===== config.mk =====
export PLATFORM = sky130hd
export DESIGN_NAME = fm_sweep_gen
export DESIGN_NICKNAME = d
export VERILOG_FILES = /design/src/rtl/fm_sweep_pkg.sv /design/src/rtl/fm_sweep_timer.sv /design/src/rtl/fm_sweep_gen.sv
export SDC_FILE = /design/constraint.sdc
export NUM_CORES = 1
export LEC_CHECK = 0
export ABC_CLOCK_PERIOD_IN_PS = 5200
export CORE_MARGIN = 4
export CORE_UTILIZATION = 50
export CTS_CLUSTER_SIZE = 30
export DETAILED_ROUTE_END_ITERATION = 6
export PLACE_DENSITY = 0.86
export SETUP_SLACK_MARGIN = 0.2
export SLEW_MARGIN = 10
export SYNTH_ARGS = -nofsm -noshare
export SYNTH_HDL_FRONTEND = slang
export SYNTH_SLANG_ARGS = --single-unit
export TNS_END_PERCENT = 50

===== constraint.sdc =====
create_clock -name clk -period 5.2 [get_ports clk]
set_input_delay 1.04 -clock clk [delete_from_list [all_inputs] [get_ports clk]]
set_output_delay 1.04 -clock clk [all_outputs]
set_load 0.01 [all_outputs]

===== src/rtl/fm_sweep_pkg.sv =====
// fm_sweep_pkg
//   Shared definitions for the FM sweep generator and the DDS top-level
//   wrapper: the sweep state encoding and the default value widths.
//   Optional feature macro used by fm_sweep_gen: FM_SWEEP_TRIANGLE_EN.
package fm_sweep_pkg;

    // Default phase-increment width (matches the DDS accumulator width).
    localparam int FM_W     = 32;
    // Default width of the step-count and dwell registers.
    localparam int FM_CNT_W = 16;

    typedef enum logic [1:0] {
        ST_IDLE = 2'd0,
        ST_UP   = 2'd1,
        ST_DOWN = 2'd2
    } sweep_state_t;

endpackage


===== src/rtl/fm_sweep_timer.sv =====
// fm_sweep_timer
//   Dwell counter for the sweep generator. Counts dc = 0..D and raises
//   tick for the single cycle in which dc == D (while enabled), then wraps.
// Ports:
//   clk    in   system clock
//   rst    in   asynchronous active-low reset
//   load   in   capture a new dwell value D and restart the count at 0
//   clr    in   restart the count at 0 (abort)
//   en     in   count enable (sweep running)
//   dwell  in   dwell value D captured on load
//   tick   out  step event: dc == D while enabled
module fm_sweep_timer #(
    parameter int CNT_W = 16
) (
    input  logic             clk,
    input  logic             rst,
    input  logic             load,
    input  logic             clr,
    input  logic             en,
    input  logic [CNT_W-1:0] dwell,
    output logic             tick
);

    localparam logic [CNT_W-1:0] DC_ONE = {{(CNT_W-1){1'b0}}, 1'b1};

    logic [CNT_W-1:0] d_reg;
    logic [CNT_W-1:0] dc_reg;

    always_ff @(posedge clk or negedge rst) begin
        if (!rst) begin
            d_reg  <= '0;
            dc_reg <= '0;
        end else if (load) begin
            d_reg  <= dwell;
            dc_reg <= '0;
        end else if (clr) begin
            dc_reg <= '0;
        end else if (en) begin
            if (dc_reg == d_reg) begin
                dc_reg <= '0;
            end else begin
                dc_reg <= dc_reg + DC_ONE;
            end
        end
    end

    assign tick = en && (dc_reg == d_reg);

endmodule


===== src/rtl/fm_sweep_gen.sv =====
// fm_sweep_gen
//   Linear frequency-sweep (chirp) generator. Produces the signed modulation
//   phase increment faza_m for the dds_fm accumulator: starts at f_start and
//   adds f_step every D+1 clocks for N steps. Single-shot or repeating,
//   sawtooth or (optionally) triangle. Drives faza_m = 0 when idle.
//   Optional feature macro: FM_SWEEP_TRIANGLE_EN (enables the DOWN state and
//   the tri_mode input; otherwise sawtooth only and tri_mode is ignored).
// Ports:
//   clk          in   system clock (shared with dds_fm)
//   rst          in   asynchronous active-low reset
//   start        in   one-cycle sweep request, honoured only when idle
//   stop         in   synchronous abort, honoured in any state (wins over start)
//   f_start      in   first increment value (signed)
//   f_step       in   increment added per step (signed, negative sweeps down)
//   n_steps      in   number of steps N; the sweep holds N+1 values
//   dwell        in   hold count D; each value lasts D+1 clocks
//   repeat_mode  in   0 = single shot, 1 = restart continuously
//   tri_mode     in   1 = triangle shape
//   faza_m       out  registered modulation increment
//   busy         out  high while a sweep is running
//   done         out  one-cycle pulse at each sweep completion
module fm_sweep_gen
    import fm_sweep_pkg::*;
#(
    parameter int W     = FM_W,
    parameter int CNT_W = FM_CNT_W
) (
    input  logic                clk,
    input  logic                rst,
    input  logic                start,
    input  logic                stop,
    input  logic signed [W-1:0] f_start,
    input  logic signed [W-1:0] f_step,
    input  logic [CNT_W-1:0]    n_steps,
    input  logic [CNT_W-1:0]    dwell,
    input  logic                repeat_mode,
    input  logic                tri_mode,
    output logic signed [W-1:0] faza_m,
    output logic                busy,
    output logic                done
);

`ifdef FM_SWEEP_TRIANGLE_EN
    localparam logic TRI_EN = 1'b1;
`else
    localparam logic TRI_EN = 1'b0;
`endif

    localparam logic [CNT_W-1:0] SC_ONE = {{(CNT_W-1){1'b0}}, 1'b1};

    sweep_state_t        state_reg, state_next;
    logic signed [W-1:0] faza_reg, faza_next;
    logic [CNT_W-1:0]    sc_reg, sc_next;
    logic                busy_reg, busy_next;
    logic                done_reg, done_next;
    logic                start_load;

    // Parameters captured at start; later input changes are ignored.
    logic signed [W-1:0] fstart_reg;
    logic signed [W-1:0] fstep_reg;
    logic [CNT_W-1:0]    n_reg;
    logic                rpt_reg;
    logic                tri_reg;

    logic                tick;

    fm_sweep_timer #(
        .CNT_W (CNT_W)
    ) u_timer (
        .clk   (clk),
        .rst   (rst),
        .load  (start_load),
        .clr   (stop),
        .en    (state_reg != ST_IDLE),
        .dwell (dwell),
        .tick  (tick)
    );

    always_ff @(posedge clk or negedge rst) begin
        if (!rst) begin
            state_reg  <= ST_IDLE;
            faza_reg   <= '0;
            sc_reg     <= '0;
            busy_reg   <= 1'b0;
            done_reg   <= 1'b0;
            fstart_reg <= '0;
            fstep_reg  <= '0;
            n_reg      <= '0;
            rpt_reg    <= 1'b0;
            tri_reg    <= 1'b0;
        end else begin
            state_reg <= state_next;
            faza_reg  <= faza_next;
            sc_reg    <= sc_next;
            busy_reg  <= busy_next;
            done_reg  <= done_next;
            if (start_load) begin
                fstart_reg <= f_start;
                fstep_reg  <= f_step;
                n_reg      <= n_steps;
                rpt_reg    <= repeat_mode;
                // Constant zero in the sawtooth-only build, so the DOWN
                // branch below is unreachable and pruned.
                tri_reg    <= tri_mode & TRI_EN;
            end
        end
    end

    always_comb begin
        state_next = state_reg;
        faza_next  = faza_reg;
        sc_next    = sc_reg;
        busy_next  = busy_reg;
        done_next  = 1'b0;
        start_load = 1'b0;

        if (stop) begin
            state_next = ST_IDLE;
            faza_next  = '0;
            sc_next    = '0;
            busy_next  = 1'b0;
        end else begin
            case (state_reg)
                ST_IDLE: begin
                    if (start) begin
                        start_load = 1'b1;
                        state_next = ST_UP;
                        faza_next  = f_start;
                        sc_next    = '0;
                        busy_next  = 1'b1;
                    end
                end
                ST_UP: begin
                    if (tick) begin
                        if (sc_reg != n_reg) begin
                            faza_next = faza_reg + fstep_reg;
                            sc_next   = sc_reg + SC_ONE;
                        end else if (tri_reg && (n_reg != '0)) begin
                            // Top of the triangle: turn around without
                            // repeating the peak value.
                            state_next = ST_DOWN;
                            faza_next  = faza_reg - fstep_reg;
                            sc_next    = n_reg - SC_ONE;
                        end else if (rpt_reg) begin
                            faza_next = fstart_reg;
                            sc_next   = '0;
                            done_next = 1'b1;
                        end else begin
                            state_next = ST_IDLE;
                            faza_next  = '0;
                            sc_next    = '0;
                            busy_next  = 1'b0;
                            done_next  = 1'b1;
                        end
                    end
                end
`ifdef FM_SWEEP_TRIANGLE_EN
                ST_DOWN: begin
                    if (tick) begin
                        if (sc_reg != '0) begin
                            faza_next = faza_reg - fstep_reg;
                            sc_next   = sc_reg - SC_ONE;
                        end else begin
                            done_next = 1'b1;
                            if (rpt_reg) begin
                                // Bottom already held: resume one step up.
                                state_next = ST_UP;
                                faza_next  = fstart_reg + fstep_reg;
                                sc_next    = SC_ONE;
                            end else begin
                                state_next = ST_IDLE;
                                faza_next  = '0;
                                sc_next    = '0;
                                busy_next  = 1'b0;
                            end
                        end
                    end
                end
`endif
                default: begin
                    state_next = ST_IDLE;
                    faza_next  = '0;
                    sc_next    = '0;
                    busy_next  = 1'b0;
                end
            endcase
        end
    end

    assign faza_m = faza_reg;
    assign busy   = busy_reg;
    assign done   = done_reg;

endmodule

### Word-level counts from Yosys, hierarchy flattened

Cells that the tools add are included.
W data, S select, Z words.

* bits in registers: 165
* bits of input ports: 102
* output and inout port bits: 34

* eq/ne operators: 7
* reduce and logical (&&, ||, !) cells: 6
* mux-type cells: 34
* add/subtract/negate cells: 3

Operator list (number)
* $mux W32: 5
* $mux W16: 8
* $pmux W32 S2: 1
* $add A16 B1 Y16 const B: 2
* $add A32 B32 Y32: 1
* $pmux W16 S2: 1
* $eq A16 B16 Y1: 1
* $ne A16 B16 Y1: 1
* $mux W1: 12
* $ne A3 B3 Y1 const B: 4
* $mux W2: 5
* $pmux W2 S2: 1
* $reduce_and A4 Y1: 1
* $reduce_bool A3 Y1: 1
* $eq A2 B1 Y1 const B: 1
* $logic_not A2 Y1: 1
* $pmux W1 S2: 1
* $reduce_and A2 Y1: 1
* $reduce_bool A2 Y1: 1
* $logic_and A1 B1 Y1: 1

### Depth between registers and ports, before layout

Gate-level depths: netlist of run 1.

* depth in word-level cells: 5
* mapped depth: 11

### By module

From an unflattened synthesis of run 1, not the netlist that was laid out.

* cell total of the unflattened synthesis: 894
* area, all modules: 9272.6 um^2

By module, submodules not included
* fm_sweep_gen: times used 1, cells an instance 738, area an instance 7549.7 um^2, seq. area each 3278.1 um^2
* fm_sweep_timer: times used 1, cells an instance 156, area an instance 1722.9 um^2, seq. area each 800.8 um^2

### Worst setup path after synthesis of run 1

OpenSTA, ideal clock, no wires.

* kind: register to register
* from: register faza_reg[4] (netlist: faza_m[4])
* to: register faza_reg[31] (netlist: faza_m[31])
* arrival time: 2.661 ns
* stages on the path, launching flop included: 10
* setup slack: 2.408 ns
* required time: 5.068 ns
* setup time: 0.132 ns
* period minus slack after synthesis: 2.792 ns
* cell sequence: dfrtp_1 ha_1 nand2_2 o311a_4 or4_4 a21boi_2 o211ai_1 and3b_1 o211ai_2 or3b_1

* word-level cells in the longest chain between the ends: 5

RTL lines
* start: declaration: RTL line fm_sweep_gen.sv:52 `logic signed [W-1:0] faza_reg, faza_next;`
* start signal: assignment: RTL line fm_sweep_gen.sv:93 `faza_reg <= faza_next;`
* $add A32 B32 Y32: RTL line fm_sweep_gen.sv:136 `faza_next = faza_reg + fstep_reg;`
* $mux W32: RTL line fm_sweep_gen.sv:135 `if (sc_reg != n_reg) begin`
* $mux W32: RTL line fm_sweep_gen.sv:134 `if (tick) begin`
* $pmux W32 S2: RTL line fm_sweep_gen.sv:123 `case (state_reg)`
* $mux W32: RTL line fm_sweep_gen.sv:117 `if (stop) begin`

Every way passes these cells. The select of a mux whose other input is x is not followed.
A chain may end at the register's enable or synchronous reset.

### Worst setup path in the final report of run 1

* from: input port stop
* to: register faza_reg[31] (netlist: faza_m[31])

* word-level cells in the longest chain between the ends: 2
* elaborated cells on any way between the ends: 4

RTL lines
* start: declaration: RTL line fm_sweep_gen.sv:31 `input logic stop,`
* $ne A3 B3 Y1 (no source line)
* $reduce_and A2 Y1 (no source line)

Parallel ways exist; a longest one is shown, timed or not.

==> results of run 1 <==
## layout by cell type, fill, tap and decap left out, drive strengths merged, types with 3 or more instances in the layout
cell type,netlist,final
a311oi,4,4
nor4,8,8
ha,33,33
nor2b,4,4
a21o,18,18
a21oi,39,39
clkdlybuf4s50,0,133
a31oi,14,14
or3,7,7
xor2,29,29
and3,22,22
a22oi,4,4
nor3,20,20
o211ai,6,6
nand2,52,52
o21a,6,6
xnor2,31,31
clkinvlp,0,5
o31ai,5,5
dfrtp,163,163
mux2,96,96
inv,12,12
a22o,13,13
o21ai,71,71
nand3,38,38
nand2b,9,9
a32o,3,3
o21bai,4,4
nand4,14,14
and2,4,4
nor2,58,58
o41ai,4,4
a21boi,5,5
clkbuf,39,23
buf,4,13
a211oi,7,7
a221oi,9,9
## per-stage QoR
stage / std cells / util [%] / area, sq um
global route: 1239 / 63.70 / 11170
floorplan: 880 / - / 9064
detailed placement: 1207 / 60.53 / 10620
CTS: 1239 / 63.70 / 11170
finish: 1239 / 63.70 / 11170
global placement: 1207 / 60.53 / 10620
## cell families after synthesis
family	Yosys count
simple gates	247
compound gates	222
fa+ha+maj	34
xor+xnor	60
flops	163
buf+inv	56
mux	98
## layer usage
| layer | vias to the layer above | track usage [%] |
|---|---|---|
| li1 | 3473 | - |
| met1 | 3695 | 29.99 |
| met2 | 325 | 36.82 |
| met3 | 34 | 6.497 |
| met4 | 2 | 5.303 |
| met5 | - | 0 |
## worst max-delay path by stage
stage | from | to | slack [ns] | cells after the start
4_1_cts | stop | faza_m[31] | 1.24 | 8
3_5_place_dp | stop | faza_m[31] | 0.79 | 8
6_report | stop | faza_m[31] | 1.18 | 8
3_3_place_gp | stop | faza_m[31] | 0.83 | 8
5_1_grt | stop | faza_m[31] | 0.99 | 8
2_1_floorplan | faza_m[4] | faza_m[31] | 2.41 | 9
## layout make-up
class	instances	area (sq um)
Tap cell	225	281.5
Multi-Input combinational cell	661	4765
Sequential cell	163	4079
Inverter	12	45.04
Fill cell	1380	6366
Timing Repair Buffer	146	1445
Clock buffer	23	447.9
Clock inverter	9	107.6
## power groups by stage
stage / Combinational [uW] / Sequential, uW / Clock (uW)
floorplan: 882 / 1610 / 0
global placement: 1240 / 1630 / 0
detailed placement: 1280 / 1640 / 0
CTS: 1290 / 1620 / 1230
global route: 1430 / 1640 / 1280
finish: 1300 / 1620 / 1210
## worst max-delay path: cells and delay by family
kind	cells	cell delay (ns)
AND/OR/NAND/NOR	6	2.23
buffers and inverters	2	1.03
==> results.md, run 1 <==
- Outcome: finished, final reports clean
- Area fraction of the dominant cell type after synthesis: 45.00%
- Worst hold stages: 1
- RSZ-0062 raised after global routing: no
- Highest routed layer: met5
- Mapped Cells: 880
- First-pass GRT wire length: 36980 um
- Hold buffers post-CTS: 0
- Initial Util: 51.68%
- # setup viols final: 0
- Fmax: 0.2488 GHz
- Fin crit share: 77.30%
- CTS Buf Count: 17
- CTS tree: done
- Post-DR wirelength/cell: 18.43 um
- Post-CTS Resized: 0
- Kind of critical path: in -> reg
- H-tree levels: 4
- Met1 WL: 9300 um
- Flop pwr share: 39.2%
- Maximum VDD drop: 0.2873 mV
- Nets@finish: 1137
- Register area share after synthesis: 45.00%
- Yosys cell types: 68
- Number of antenna violations at the first check in global routing: 1
- NetSw: 1308 uW
- Post-CTS setup buffer count: 0
- Final ANT Viol Nets: 0
- Setup ws final: 1.181 ns
- Ys async rst share: 100.0%
- Yosys warning total: 0
- Drt drc: 0
- Post-Synth XOR/XNOR Area: 5.798%
- Main combinational cell family by area after synthesis: compound AO/OA/AOI/OAI gates
- Slowest cell on crit path: clkdlybuf4s50_1
- CP arrival: 4.32 ns
- Worst reg-to-reg setup slack: 1.80 ns
- Internal Power: 2820 uW
- Routed vias/inst: 6.077
- Worst hold slack: 0.5072 ns
- Final TNS setup: 0 ns
- CP max stage delay: 0.57 ns
- Tot Pwr: 4128 uW
- Number of enable flip-flop cells after synthesis: 0
- Via count: 7529
- Detailed placement HPWL: 16100 um
- GPL Wtd Cong: 0.9072
- Clock network latency to the later pin of the worst-skew pair: 0.42 ns
- Antenna cell count: 0
- DIE AREA: 20340 sq um
- Largest net degree at the start of global routing: 72
- FP Rows: 48
- Clk slew on worst S/H paths: 0.06 ns
- Worst-path maximum fanout: 40
- Tightest Pin Transition: 0.9097 ns
- Primary FF master, synth: dfrtp_1
- Crit path required time: 5.50 ns
- Area Growth Syn to Fin: 23.25%
- Worst clock skew: 0.01322 ns
- Hold Path Class: reg -> reg
- Min-delay src: fstart_reg[25]
- Crit. End Element: flop
- Met2 WL: 11020 um
- Die width: 142.6 um
- Clk root buf: clkbuf_16
- R2R Path End: faza_m[1]
- Ports: 136
- Compound-cell area share of the yosys netlist: 16.18%
- Share of cells above drive strength 1: 15.29%
- Cell breakdown of the critical path: clkdlybuf4s50_1 -> nor2_1 -> nand2_1 -> nand2b_2 -> buf_4 -> or3_1 -> nor3_1 -> or3b_1
- Pwr Density: 369.6 nW/um^2
- DR WL met3: 2242 um
- Tmin final: 4.019 ns
- Register bit total from synthesis: 163
- Synth area leader: dfrtp_1
- Type of origin of the critical path: input pin
- R2R depth: 9
- GR Overflow Total: 0
- Clock share of power: 29.2%
- Post-Synthesis Net Count: 1016
- Final Hold Vio Count: 0
- # clock sinks: 163
- Comb pwr share: 31.6%
- Pleak: 0.004727 uW
- Synth Cell Area: 9064 sq um
- Drt first-iter violations: 731
- Largest cells by area after synthesis: dfrtp_1, mux2_2, ha_1, o21ai_0, xnor2_1
- Total track usage: 22.56%
- First-pass DRT Iterations: 5
- Hold endpoint: fstart_reg[25]
- Final wirelength: 22830 um
- Synth Area in Simple Gates: 13.54%
- Port bufs: 134
- Max clock buf depth: 2
- Post-Place Worst Slack: 0.7926 ns
- Syn Area/Cell: 10.30 sq um
- Number of global-route vias before repair: 7316
- Slew HR: 39.13%
- RR Startpoint: u_timer.dc_reg[2]
- Adder-cell share of the synthesized area: 4.776%
- Max-cap viol count: 0
- Switch share: 31.69%
- Core region area: 17540 sq um
- Post-synth top cells: dfrtp_1, mux2_2, o21ai_0
- Max-slew violations: 0
- Top-count cell post-synth: dfrtp_1
- Mux cell area share after synthesis: 12.15%
- DIE HEIGHT: 142.6 um
(Power assumes the default switching activity.)
==> inputs of run 2 (changes only) <==
Settings changed: ABC_CLOCK_PERIOD_IN_PS 5200 to 3900.
Clock period 5.2 ns to 3.9 ns, I/O delays scaled along.
==> run 2 against run 1 <==
  * Final cell count grew 0.32%
  * Combinational power grew 36%
  * Total power grew 35%
  * Clock-buffer cell count shrank 2
  * Sequential share of layout area shrank 0.18 points
  * Sequential power grew 33%
  * Wire length grew 3.5%
  * Non-clock buffer count grew 5
  * Global-route usage grew 0.96 points
  * Critical path type is now reg -> reg
  * Critical endpoint is now faza_m[28]
  * Largest cell class unchanged
==> results.md, run 2 (same netlist as run 1, synthesis figures left out) <==
- H-tree levels: 4 (unchanged)
- Ports: 136 (unchanged)
- Max-cap viol count: 0 (unchanged)
- Final TNS setup: 0 ns (unchanged)
- # setup viols final: 0 (unchanged)
- Via count: 7522 (was 7529)
- Port bufs: 134 (unchanged)
- Crit. End Element: flop (unchanged)
- # clock sinks: 163 (unchanged)
- Worst clock skew: 0.01169 ns (was 0.01322 ns)
- GPL Wtd Cong: 0.9229 (was 0.9072)
- Worst-path maximum fanout: 4 (was 40)
- Die width: 142.6 um (unchanged)
- Post-CTS Resized: 0 (unchanged)
- DIE HEIGHT: 142.6 um (unchanged)
- Total track usage: 23.53% (was 22.56%)
- Clk root buf: clkbuf_16 (unchanged)
- Comb pwr share: 31.8% (was 31.6%)
- Commonest non-fill, non-tap cell in the layout: dfrtp_1 (unchanged)
- Tightest Pin Transition: 1.041 ns (was 0.9097 ns)
- CP max stage delay: 0.55 ns (was 0.57 ns)
- NetSw: 1782 uW (was 1308 uW)
- Cell breakdown of the critical path: ha_1 -> inv_1 -> fa_1 -> nor2b_1 -> o21bai_1 -> a211oi_1 -> or3_1 -> a21boi_0 -> o41ai_1 -> xnor2_1 -> o22ai_1 (was clkdlybuf4s50_1 -> nor2_1 -> nand2_1 -> nand2b_2 -> buf_4 -> or3_1 -> nor3_1 -> or3b_1)
- Post-CTS setup buffer count: 0 (unchanged)
- Antenna cell count: 0 (unchanged)
- Number of global-route vias before repair: 7575 (was 7316)
- Drt drc: 0 (unchanged)
- GR Overflow Total: 0 (unchanged)
- Most frequent cells in the layout: dfrtp_1, clkdlybuf4s50_1, mux2_2 (unchanged)
- DIE AREA: 20340 sq um (unchanged)
- FP Rows: 48 (unchanged)
- Clk slew on worst S/H paths: 0.07 ns (was 0.06 ns)
- Non-filler cells in the finished layout: 1243 (was 1239)
- Post-DR wirelength/cell: 19.02 um (was 18.43 um)
- Slowest cell on crit path: o41ai_1 (was clkdlybuf4s50_1)
- Nets@finish: 1142 (was 1137)
- Fmax: 0.3029 GHz
- Clock share of power: 29.3% (was 29.2%)
- Detailed placement HPWL: 16760 um (was 16100 um)
- Hold buffers post-CTS: 0 (unchanged)
- RSZ-0062 raised after global routing: no (unchanged)
- CP top delay family: compound AO/OA/AOI/OAI gates (was simple AND/OR/NAND/NOR gates)
- Clock network latency to the later pin of the worst-skew pair: 0.44 ns (was 0.42 ns)
- Fin crit share: 84.66%
- Slew HR: 30.35% (was 39.13%)
- Hold Path Class: in -> async (was reg -> reg)
- Initial Util: 51.68% (unchanged)
- First-pass DRT Iterations: 5 (unchanged)
- First-pass GRT wire length: 38250 um (was 36980 um)
- Drt first-iter violations: 537 (was 731)
- Area Growth Syn to Fin: 23.85% (was 23.25%)
- CTS tree: done (unchanged)
- Outcome: finished, final reports clean (unchanged)
- Routed vias/inst: 6.051 (was 6.077)
- Max clock buf depth: 2 (unchanged)
- Final wirelength: 23640 um (was 22830 um)
- Share of cells above drive strength 1: 15.91% (was 15.29%)
- CTS Buf Count: 17 (unchanged)
- Max-slew violations: 0 (unchanged)
- Register area: 4079 sq um (unchanged)
- Core region area: 17540 sq um (unchanged)
- Maximum VDD drop: 0.4024 mV (was 0.2873 mV)
- Tmin final: 3.302 ns
- Pwr Density: 495.0 nW/um^2 (was 369.6 nW/um^2)
- Internal Power: 3775 uW (was 2820 uW)
- Crit path required time: 4.20 ns (was 5.50 ns)
- Pleak: 0.004768 uW (was 0.004727 uW)
- Final ANT Viol Nets: 0 (unchanged)
- WP buf/inv: 1 (was 2)
- Fin util: 64.01% (was 63.70%)
- Type of origin of the critical path: flop (was input pin)
- Kind of critical path: reg -> reg (was in -> reg)
- Number of antenna violations at the first check in global routing: 1 (unchanged)
- Switch share: 32.07% (was 31.69%)
- Placed cell count: 1212 (was 1207)
- Flop pwr share: 38.9% (was 39.2%)
- Largest net degree at the start of global routing: 96 (was 72)
- Footprint of the multi-input gates: 4765 sq um (unchanged)
- CP arrival: 3.60 ns (was 4.32 ns)
- Final Hold Vio Count: 0 (unchanged)
- FILL cells: 1372 (was 1380)
-- run 2: layout make-up --
class	count	area share, %
clock buffer	21	4.012
clock inverter	10	0.9808
inverter	12	0.4012
multi-input combinational	661	42.44
sequential	163	36.34
tap	225	2.508
timing repair buffer	151	13.32
-- run 2: per-stage QoR --
| step | area [sq um] | power [uW] | hold WS, ns | setup slack, ns |
|---|---|---|---|---|
| final | 11230 | 5557 | 0.3996 | 0.5982 |
| after global routing | 11230 | 5840 | 0.4940 | 0.4403 |
| after CTS | 11230 | 5562 | 0.4535 | 0.6611 |
| after detailed placement | 10670 | 3915 | 0.4967 | 0.5985 |
| after global placement | 10670 | 3844 | 0.4760 | 0.6459 |
| after floorplan | 9064 | 3318 | 0.4635 | 1.108 |
-- run 2: routing by layer --
layer	track usage (%)	share of wire (%)	up-vias	wire, um
li1	-	-	3487	-
met1	29.87	41	3691	9630
met2	39.02	49	299	11490
met3	6.263	8.5	43	2010
met4	8.254	2.1	2	501
met5	0	0.030	-	7
-- run 2: power by group through the flow --
stage                     Sequential [uW]  Clock, uW  Combinational [uW]
after global placement               2170          0                1670
after detailed placement             2190          0                1730
after global routing                 2190       1710                1930
final                                2160       1630                1770
after floorplan                      2140          0                1180
after CTS                            2160       1650                1760
-- run 2: worst paths after layout --
kind / start / endpoint / slack (ns) / depth (start not counted)
max in group asynchronous: rst / faza_m[7] / 2.60 / 2
setup reg to reg: faza_m[0] / faza_m[28] / 0.60 / 11
min in group clk: fstart_reg[26] / faza_m[26] / 0.51 / 2
hold / removal: rst / fstart_reg[6] / 0.40 / 1
hold reg to reg: fstart_reg[26] / faza_m[26] / 0.51 / 2
setup / recovery: faza_m[0] / faza_m[28] / 0.60 / 11
-- run 2: worst register-to-register path, delay by kind of cell (launching register included) --
kind,cells,cell delay [ns]
buffers and inverters,1,0.06
XOR/XNOR,1,0.19
adder cells (fa/ha/maj),2,0.59
flip-flops,1,0.38
AO/OA/AOI/OAI,5,1.45
AND/OR/NAND/NOR,2,0.49
